--- config.mk ---
export PLATFORM = sky130hd
export DESIGN_NAME = axil_bridge_buf
export DESIGN_NICKNAME = d
export VERILOG_FILES = /design/src/rtl/axil_bridge_buf.sv
export SDC_FILE = /design/constraint.sdc
export NUM_CORES = 1
export LEC_CHECK = 0
export CORE_ASPECT_RATIO = 1.75
export CORE_MARGIN = 8
export CORE_UTILIZATION = 57
export CTS_CLUSTER_SIZE = 40
export DETAILED_ROUTE_END_ITERATION = 7
export PLACE_DENSITY = 0.79
export SYNTH_ARGS = -nofsm -noshare
export SYNTH_HDL_FRONTEND = slang
export SYNTH_SLANG_ARGS = --single-unit
--- constraint.sdc ---
create_clock -name axi_aclk -period 18.7 [get_ports axi_aclk]
set_input_delay 3.74 -clock axi_aclk [delete_from_list [all_inputs] [get_ports axi_aclk]]
set_output_delay 3.74 -clock axi_aclk [all_outputs]
set_load 0.005 [all_outputs]
--- src/rtl/axil_bridge_buf.sv ---
// axil_bridge_buf : buffered AXI4-Lite slave-to-master bridge.
//
// Every channel passes through its own DEPTH-entry FIFO. Requests go from s0
// to m1 (AW, W, AR) and responses from m1 to s0 (B, R). No more than DEPTH
// writes and DEPTH reads may be outstanding on m1 at once. Because of that
// limit, the B and R FIFOs can never overflow.
//
// Optional feature: define AXIL_BRIDGE_BUF_STATS_EN to add the stat_wr_count
// and stat_rd_count completed-transaction counters.
//
// Ports
//   axi_aclk, axi_areset   clock, async active-high reset
//   s0_axi_aw*/w*/ar*      request channels in from the interconnect
//   s0_axi_b*/r*           response channels out to the interconnect
//   m1_axi_aw*/w*/ar*      request channels out to the peripheral
//   m1_axi_b*/r*           response channels in from the peripheral
//   stat_wr/rd_count       completed B / R handshakes on s0 (STATS_EN only)

// Synchronous FIFO with a register-array body. The pointers carry one extra
// wrap bit, which tells a full FIFO apart from an empty one.
module axil_bridge_buf_fifo #(
  parameter int W     = 8,
  parameter int DEPTH = 4
) (
  input  logic         clk_i,
  input  logic         rst_i,
  input  logic         push_i,
  input  logic [W-1:0] din_i,
  input  logic         pop_i,
  output logic [W-1:0] dout_o,
  output logic         full_o,
  output logic         empty_o
);
  localparam int AW = $clog2(DEPTH);
  localparam logic [AW:0] PTR_ONE = 1;

  logic [AW:0]               wptr_q, rptr_q;
  logic [DEPTH-1:0][W-1:0]   mem_q;
  logic                      do_push, do_pop;

  assign empty_o = (wptr_q == rptr_q);
  assign full_o  = (wptr_q[AW] != rptr_q[AW]) && (wptr_q[AW-1:0] == rptr_q[AW-1:0]);
  assign dout_o  = mem_q[rptr_q[AW-1:0]];

  // A push is allowed while full if a pop happens in the same cycle. The head
  // slot is read before it is overwritten, so occupancy stays the same.
  assign do_push = push_i && (!full_o || pop_i);
  assign do_pop  = pop_i && !empty_o;

  // The body is reset as well, so all payload outputs read 0 during reset.
  always_ff @(posedge clk_i or posedge rst_i) begin
    if (rst_i) begin
      wptr_q <= '0;
      rptr_q <= '0;
      mem_q  <= '0;
    end else begin
      if (do_push) begin
        mem_q[wptr_q[AW-1:0]] <= din_i;
        wptr_q                <= wptr_q + PTR_ONE;
      end
      if (do_pop) rptr_q <= rptr_q + PTR_ONE;
    end
  end
endmodule

module axil_bridge_buf #(
  parameter int DATA_WIDTH = 32,
  parameter int ADDR_WIDTH = 8,
  parameter int DEPTH      = 4
) (
  input  logic                    axi_aclk,
  input  logic                    axi_areset,
  // s0: slave side
  input  logic [ADDR_WIDTH-1:0]   s0_axi_awaddr,
  input  logic                    s0_axi_awvalid,
  output logic                    s0_axi_awready,
  input  logic [DATA_WIDTH-1:0]   s0_axi_wdata,
  input  logic [DATA_WIDTH/8-1:0] s0_axi_wstrb,
  input  logic                    s0_axi_wvalid,
  output logic                    s0_axi_wready,
  output logic [1:0]              s0_axi_bresp,
  output logic                    s0_axi_bvalid,
  input  logic                    s0_axi_bready,
  input  logic [ADDR_WIDTH-1:0]   s0_axi_araddr,
  input  logic                    s0_axi_arvalid,
  output logic                    s0_axi_arready,
  output logic [DATA_WIDTH-1:0]   s0_axi_rdata,
  output logic [1:0]              s0_axi_rresp,
  output logic                    s0_axi_rvalid,
  input  logic                    s0_axi_rready,
  // m1: master side
  output logic [ADDR_WIDTH-1:0]   m1_axi_awaddr,
  output logic                    m1_axi_awvalid,
  input  logic                    m1_axi_awready,
  output logic [DATA_WIDTH-1:0]   m1_axi_wdata,
  output logic [DATA_WIDTH/8-1:0] m1_axi_wstrb,
  output logic                    m1_axi_wvalid,
  input  logic                    m1_axi_wready,
  input  logic [1:0]              m1_axi_bresp,
  input  logic                    m1_axi_bvalid,
  output logic                    m1_axi_bready,
  output logic [ADDR_WIDTH-1:0]   m1_axi_araddr,
  output logic                    m1_axi_arvalid,
  input  logic                    m1_axi_arready,
  input  logic [DATA_WIDTH-1:0]   m1_axi_rdata,
  input  logic [1:0]              m1_axi_rresp,
  input  logic                    m1_axi_rvalid,
  output logic                    m1_axi_rready
`ifdef AXIL_BRIDGE_BUF_STATS_EN
  ,
  output logic [31:0]             stat_wr_count,
  output logic [31:0]             stat_rd_count
`endif
);
  localparam int SW = DATA_WIDTH / 8;
  localparam int CW = $clog2(DEPTH) + 1;
  localparam logic [CW-1:0] OUT_MAX = CW'(DEPTH);
  localparam logic [CW-1:0] OUT_ONE = 1;

  // The readies are gated by a flag that first sets on the clock after reset
  // is released. Without it, the readies would go high while reset is still
  // asserted, because the empty FIFOs report not-full.
  logic rdy_q;
  always_ff @(posedge axi_aclk or posedge axi_areset) begin
    if (axi_areset) rdy_q <= 1'b0;
    else            rdy_q <= 1'b1;
  end

  logic aw_full, aw_empty, w_full, w_empty, ar_full, ar_empty;
  logic b_full, b_empty, r_full, r_empty;
  logic s0_aw_hs, s0_w_hs, s0_ar_hs, s0_b_hs, s0_r_hs;
  logic m1_aw_hs, m1_w_hs, m1_ar_hs, m1_b_hs, m1_r_hs;
  logic [CW-1:0] wr_out_q, wr_out_d, rd_out_q, rd_out_d;

  assign s0_aw_hs = s0_axi_awvalid && s0_axi_awready;
  assign s0_w_hs  = s0_axi_wvalid  && s0_axi_wready;
  assign s0_ar_hs = s0_axi_arvalid && s0_axi_arready;
  assign s0_b_hs  = s0_axi_bvalid  && s0_axi_bready;
  assign s0_r_hs  = s0_axi_rvalid  && s0_axi_rready;
  assign m1_aw_hs = m1_axi_awvalid && m1_axi_awready;
  assign m1_w_hs  = m1_axi_wvalid  && m1_axi_wready;
  assign m1_ar_hs = m1_axi_arvalid && m1_axi_arready;
  assign m1_b_hs  = m1_axi_bvalid  && m1_axi_bready;
  assign m1_r_hs  = m1_axi_rvalid  && m1_axi_rready;

  assign s0_axi_awready = rdy_q && !aw_full;
  assign s0_axi_wready  = rdy_q && !w_full;
  assign s0_axi_arready = rdy_q && !ar_full;
  assign m1_axi_bready  = rdy_q && !b_full;
  assign m1_axi_rready  = rdy_q && !r_full;

  // An address is only issued while a response slot is free downstream. W is
  // not limited this way: a W alone never produces a response.
  assign m1_axi_awvalid = !aw_empty && (wr_out_q < OUT_MAX);
  assign m1_axi_wvalid  = !w_empty;
  assign m1_axi_arvalid = !ar_empty && (rd_out_q < OUT_MAX);
  assign s0_axi_bvalid  = !b_empty;
  assign s0_axi_rvalid  = !r_empty;

  axil_bridge_buf_fifo #(.W(ADDR_WIDTH), .DEPTH(DEPTH)) u_aw_fifo (
    .clk_i(axi_aclk), .rst_i(axi_areset),
    .push_i(s0_aw_hs), .din_i(s0_axi_awaddr),
    .pop_i(m1_aw_hs),  .dout_o(m1_axi_awaddr),
    .full_o(aw_full),  .empty_o(aw_empty));

  axil_bridge_buf_fifo #(.W(DATA_WIDTH + SW), .DEPTH(DEPTH)) u_w_fifo (
    .clk_i(axi_aclk), .rst_i(axi_areset),
    .push_i(s0_w_hs), .din_i({s0_axi_wstrb, s0_axi_wdata}),
    .pop_i(m1_w_hs),  .dout_o({m1_axi_wstrb, m1_axi_wdata}),
    .full_o(w_full),  .empty_o(w_empty));

  axil_bridge_buf_fifo #(.W(ADDR_WIDTH), .DEPTH(DEPTH)) u_ar_fifo (
    .clk_i(axi_aclk), .rst_i(axi_areset),
    .push_i(s0_ar_hs), .din_i(s0_axi_araddr),
    .pop_i(m1_ar_hs),  .dout_o(m1_axi_araddr),
    .full_o(ar_full),  .empty_o(ar_empty));

  axil_bridge_buf_fifo #(.W(2), .DEPTH(DEPTH)) u_b_fifo (
    .clk_i(axi_aclk), .rst_i(axi_areset),
    .push_i(m1_b_hs), .din_i(m1_axi_bresp),
    .pop_i(s0_b_hs),  .dout_o(s0_axi_bresp),
    .full_o(b_full),  .empty_o(b_empty));

  axil_bridge_buf_fifo #(.W(DATA_WIDTH + 2), .DEPTH(DEPTH)) u_r_fifo (
    .clk_i(axi_aclk), .rst_i(axi_areset),
    .push_i(m1_r_hs), .din_i({m1_axi_rresp, m1_axi_rdata}),
    .pop_i(s0_r_hs),  .dout_o({s0_axi_rresp, s0_axi_rdata}),
    .full_o(r_full),  .empty_o(r_empty));

  // Outstanding counts cover the span from the address issue on m1 to the
  // response delivery on s0. This span includes the response FIFO, which is
  // why the response FIFOs are bounded.
  always_comb begin
    wr_out_d = wr_out_q;
    case ({m1_aw_hs, s0_b_hs})
      2'b10:   wr_out_d = wr_out_q + OUT_ONE;
      2'b01:   wr_out_d = wr_out_q - OUT_ONE;
      default: wr_out_d = wr_out_q;
    endcase
  end

  always_comb begin
    rd_out_d = rd_out_q;
    case ({m1_ar_hs, s0_r_hs})
      2'b10:   rd_out_d = rd_out_q + OUT_ONE;
      2'b01:   rd_out_d = rd_out_q - OUT_ONE;
      default: rd_out_d = rd_out_q;
    endcase
  end

  always_ff @(posedge axi_aclk or posedge axi_areset) begin
    if (axi_areset) begin
      wr_out_q <= '0;
      rd_out_q <= '0;
    end else begin
      wr_out_q <= wr_out_d;
      rd_out_q <= rd_out_d;
    end
  end

`ifdef AXIL_BRIDGE_BUF_STATS_EN
  logic [31:0] stat_wr_q, stat_rd_q;
  // Both counters wrap naturally at 32 bits.
  always_ff @(posedge axi_aclk or posedge axi_areset) begin
    if (axi_areset) begin
      stat_wr_q <= '0;
      stat_rd_q <= '0;
    end else begin
      if (s0_b_hs) stat_wr_q <= stat_wr_q + 32'd1;
      if (s0_r_hs) stat_rd_q <= stat_rd_q + 32'd1;
    end
  end
  assign stat_wr_count = stat_wr_q;
  assign stat_rd_count = stat_rd_q;
`endif
endmodule

* Word level (Yosys, flattened, before mapping) *
Index checks and enable logic that the tools add are counted.

word-level totals
  flip-flop bits (word level) = 389
  word-level logic and storage cells = 164

cells by class
  add/subtract/negate cells = 14
  order comparisons = 17
  equality and inequality tests = 19
  muxes and demuxes = 27
  reduce and logical (&&, ||, !) cells = 54

operators with widths
  kind                                                                                 count
  144-bit bitwise mux                                                                  1
  136-bit bitwise mux                                                                  1
  36-bit binary-select mux with 2-bit select                                           1
  36-bit demux with 2-bit select                                                       1
  36-bit 2-to-1 mux                                                                    2
  34-bit binary-select mux with 2-bit select                                           1
  34-bit demux with 2-bit select                                                       1
  34-bit 2-to-1 mux                                                                    2
  32-bit bitwise mux                                                                   2
  1-bit logical AND                                                                    37
  3-bit by 1-bit adder with 3-bit output, second input constant                        12
  8-bit binary-select mux with 2-bit select                                            2
  8-bit demux with 2-bit select                                                        2
  8-bit 2-to-1 mux                                                                     4
  2-bit by 3-bit < comparator with 1-bit output, second input constant                 10
  3-bit == test                                                                        5
  3-bit case mux with 2 select lines                                                   2
  2-bit == test                                                                        5
  2-bit by 1-bit greater-or-equal comparator with 1-bit output, second input constant  5
  1-bit zero test                                                                      10
  8-bit bitwise mux                                                                    1
  3-bit < comparator, second input constant                                            2
  3-bit by 1-bit subtractor with 3-bit output, second input constant                   2
  1-bit logical OR                                                                     5
  7 further kinds                                                                      15

* Depth between registers and ports, before layout *
  depth in word-level cells = 6
  gate-level depth with buffers = 10
  gate-level depth less buffers = 9

* Cells and area by module *
A second synthesis with hierarchy kept.

unflattened totals
  cell total of the unflattened synthesis = 1092
  area, all modules = 18495.2 µm²

modules (own cells, without submodules)
  module                                 instances  cells an instance  area an instance (µm²)
  axil_bridge_buf_fifo at u_w_fifo       1          383                6831.6
  axil_bridge_buf_fifo at u_r_fifo       1          365                6528.8
  axil_bridge_buf_fifo at u_ar_fifo ...  2          112                1895.6
  axil_bridge_buf_fifo at u_b_fifo       1          69                 872.1
  axil_bridge_buf                        1          51                 471.7

* Least setup slack after synthesis *
OpenSTA, ideal clock, no wires.

  kind = register -> output
  start = reg u_w_fifo.rptr_q[0]
  end = out m1_axi_wdata[10]
  arrival = 1.557 ns
  setup slack = 13.403 ns
  stages on the path, launching flop included = 4
  path through = dfrtp_1 > buf_2 > buf_2 > mux4_2

on the way
  longest elaborated chain between the ends = 2

ends and longest elaborated chain
  element                                     line  text
  start, declared                             37    logic [AW:0] wptr_q, rptr_q;
  start signal, assigned                      61    if (do_pop) rptr_q <= rptr_q + PTR_ONE;
  36-bit binary-select mux with 2-bit select  43    assign dout_o = mem_q[rptr_q[AW-1:0]];
  36-bit 2-to-1 mux (implied by the code)     43
  end, declared                               95    output logic [DATA_WIDTH-1:0] m1_axi_wdata,

No other way between the ends. The select of a mux whose other input is x is not followed.

* Worst setup path after layout *
  start = reg u_r_fifo.rptr_q[1]
  end = out m1_axi_rready

on the way
  longest elaborated chain between the ends = 4

ends and longest elaborated chain
  element                 line  text
  start, declared         37
  start signal, assigned  61
  2-bit == test           42    assign full_o = (wptr_q[AW] != rptr_q[AW]) && (wptr_q[AW-1:0] == rptr_q[AW-1:0]);
  1-bit logical AND       42
  1-bit zero test         150   assign m1_axi_rready = rdy_q && !r_full;
  1-bit logical AND       150
  end, declared           108   output logic m1_axi_rready

No other way between the ends.

==> impl_metrics.csv <==
group,metric,value,unit
outcome,status,"finished, final reports clean",
timing,timing.final.hold_violations,0,
final_layout,drive_gt1_frac,0.359,
timing,timing.slew.headroom,0.263,
worst_setup_path,critPathMaxFanout,22,
timing,final-setup-viol-count,0,
floorplan,io-pin-count,198,
final_layout,regArea,9740,µm²
drt,initialDrtViolationCount,331,
drt,wl_per_cell,22.1,µm
drt,vias,9953,
drt,ant_nets,0,
power_and_ir_drop,comb_power_share,0.431,
power_and_ir_drop,power.internal,2.89,mW
final_layout,layout_commonest_cell,"dfrtp_1",
worst_setup_path,reg2regPathDepth,5,
drt,routed_via_density,5.87,
floorplan,die_area,38000,µm²
worst_setup_path,reg2reg_from,"u_r_fifo.rptr_q[1]",
clocking,cts_tree,"built",
final_layout,num-fill-cells,2161,
timing,fin_crit,6.96,ns
logic_synthesis,yosys.area_share.simple,0.00870,
timing,tightest_slew,1.11,ns
power_and_ir_drop,pwr-share-clk,0.191,
floorplan,row_count,86,
logic_synthesis,synth_cell_types,46,
logic_synthesis,avgSynthCellArea,16.9,µm²
logic_synthesis,synth_mux_area_frac,0.355,
clocking,cts_root_buf,"clkbuf_16",
place,routabilityCongestion,0.764,
grt,grt_max_degree,148,
floorplan,fp.dieH,252,µm
clocking,cts_setup_buffers,0,
worst_hold_path,min_to,"rd_out_q[0]",
logic_synthesis,ys_seq_area_frac,0.537,
logic_synthesis,synth_fp_nets,1203,
floorplan,start_util,0.576,
clocking,clkSinkCount,389,
grt,globalRouteOverflowTotal,0,
timing,finalMaxSlewViolations,0,
worst_setup_path,rr_endpoint,"u_r_fifo.mem_q[28]",
logic_synthesis,synth_area,18100,µm²
grt,grt_pass1_vias,11200,
final_layout,multi_input_area,8010,µm²
power_and_ir_drop,p_leak,9.37,nW
logic_synthesis,synth_top_family_by_area,"multiplexers",
clocking,ctsHtreeMaxLevel,2,
clocking,postCtsHoldBufs,0,
floorplan,core,31400,µm²
clocking,clkTransAtPathRegs,0.06,ns
worst_setup_path,cp-start-kind,"flip-flop",
logic_synthesis,synth-seq-cells,389,
logic_synthesis,synthAdderAreaFrac,0.0209,
timing,fin_crit_sh,0.372,
worst_hold_path,hp-class,"reg -> reg",
power_and_ir_drop,peakVddDrop,0.000117,V
place,dp_hpwl,24200,µm
timing,finalSetupTns,0,ns
final_layout,final_cell_mix,"dfrtp_1, clkdlybuf4s50_1, mux2_2",
floorplan,die_w,151,µm
power_and_ir_drop,power_density,193,nW/µm²
drt,wirelength,37500,µm
worst_hold_path,hold_depth,1,
worst_setup_path,cp.arrival,3.22,ns
logic_synthesis,yosys_warnings,0,
flow_run,cap_violations,0,
clocking,clock_latency,0.55,ns
timing,max_freq,144,MHz
power_and_ir_drop,switching_share,0.310,
clocking,cts_buffer_depth,3,
grt,grt_antenna_before_repair,0,
place,port_buffers,197,
clocking,cts_made_buffers,37,
grt,grt_pass1_wl,60900,µm
power_and_ir_drop,p_switching,1.30,mW
worst_setup_path,regToRegSetupSlack,15.34,ns
final_layout,n_antenna_cell,0,
drt,drcViolationCount,0,
timing,skew,0.0255,ns
power_and_ir_drop,p_total,4.18,mW
drt,dr.pass1.iters,4,
worst_setup_path,crit_type,"reg -> out",
power_and_ir_drop,p_seq_frac,0.378,
clocking,ctsResizeCount,0,
logic_synthesis,yosys.area_share.xor_xnor,0.0238,
logic_synthesis,syn-instance-count,1074,
logic_synthesis,synth_compound_area_frac,0.0327,
timing,rsz0062_at_grt,"false",
worst_hold_path,min_from,"rd_out_q[0]",
worst_setup_path,cp_data_required_time,14.96,ns
final_layout,finalNetCount,1401,
grt,track_usage,0.202,
final_layout,syn2layout_area_growth,19.9,%
worst_setup_path,endpoint_kind,"primary output",
[worst max-delay path, stage by stage (launching register included)]
cell	delay (ns)
dfrtp_1	0.86
buf_4	0.47
xor2_2	0.50
nor2_1	0.15
a21oi_1	0.17
clkdlybuf4s50_1	0.54
[how the worst max path moves through the flow]
| stage | startpoint | end | slack, ns |
|---|---|---|---|
| after detailed placement | u_r_fifo.rptr_q[1] | m1_axi_rready | 12.26 |
| final | u_r_fifo.rptr_q[1] | m1_axi_rready | 11.74 |
| after floorplan | axi_areset | rd_out_q[0] | 4.15 |
| after global placement | u_r_fifo.rptr_q[1] | m1_axi_rready | 12.32 |
| after CTS | u_r_fifo.rptr_q[1] | m1_axi_rready | 11.69 |
| after global routing | u_r_fifo.rptr_q[1] | m1_axi_rready | 11.59 |
[flip-flops by register name, indices dropped and copies added (netlist names), 8 cells and up]
signal / flops
u_w_fifo.mem_q: 144
u_r_fifo.mem_q: 136
u_ar_fifo.mem_q: 32
u_aw_fifo.mem_q: 32
u_b_fifo.mem_q: 8
[per-stage QoR]
step	util	std cells	hold WS, ns	cell area, µm²	setup WS [ns]
floorplan	-	1074	0.446	18100	4.15
global placement	0.649	1629	0.465	20400	12.32
detailed placement	0.649	1629	0.468	20400	12.26
CTS	0.691	1697	0.485	21700	11.69
global route	0.691	1697	0.505	21700	11.59
finish	0.691	1697	0.482	21700	11.74
[cell families (layout without fill, tap and decap cells)]
kind of cell | count (synthesis) | count (layout)
mux | 453 | 453
buf+inv | 73 | 300
compound gates | 54 | 54
xor+xnor | 45 | 45
simple gates | 30 | 30
flops | 389 | 389
other cells | 1 | 1
fa+ha+maj | 29 | 29
[layout make-up]
class,count,share of cell area
Sequential cell,389,0.448
Inverter,21,0.00397
Tap cell,396,0.0228
Multi-Input combinational cell,612,0.369
Timing Repair Buffer,211,0.0956
Clock inverter,20,0.0124
Clock buffer,48,0.0482
[power by group through the flow]
stage | Clock [mW] | Combinational (mW) | Sequential [mW]
finish | 0.799 | 1.80 | 1.58
global route | 0.850 | 1.94 | 1.64
CTS | 0.823 | 1.84 | 1.58
detailed placement | 0 | 1.83 | 1.59
global placement | 0 | 1.79 | 1.56
floorplan | 0 | 1.23 | 1.45
[layer usage]
metal / vias to the layer above / share of wire / track usage
li1: 4392 / - / -
met1: 5319 / 0.41 / 0.248
met2: 192 / 0.53 / 0.350
met3: 50 / 0.047 / 0.0411
met4: 0 / 0.023 / 0.0625
met5: - / 0 / 0
[Yosys cell counts, drive strengths merged]
cell / number / area [µm²]
nand2: 6 / 22.5
nor3: 2 / 10.0
xnor2: 27 / 244
nand3b: 2 / 15.0
a31oi: 11 / 81.3
o311ai: 13 / 264
a221o: 1 / 11.3
nor4: 3 / 18.8
conb: 1 / 3.75
or3: 2 / 12.5
mux4: 88 / 1980
a21oi: 2 / 10.0
dfrtp: 389 / 9730
nor2: 4 / 15.0
nand3: 6 / 30.0
o31ai: 4 / 30.0
o31a: 6 / 55.1
mux2i: 2 / 20.0
fa: 2 / 40.0
buf: 45 / 283
a21boi: 2 / 15.0
nor4b: 1 / 8.76
a211o: 4 / 35.0
inv: 21 / 78.8
and2: 4 / 25.0
o311a: 2 / 21.3
xor2: 18 / 188
o21ai: 1 / 5.00
a41o: 1 / 10.0
ha: 27 / 338
a311oi: 2 / 17.5
mux2: 363 / 4430
a211oi: 5 / 37.5
clkbuf: 7 / 26.3
(Power assumes the default switching activity.)
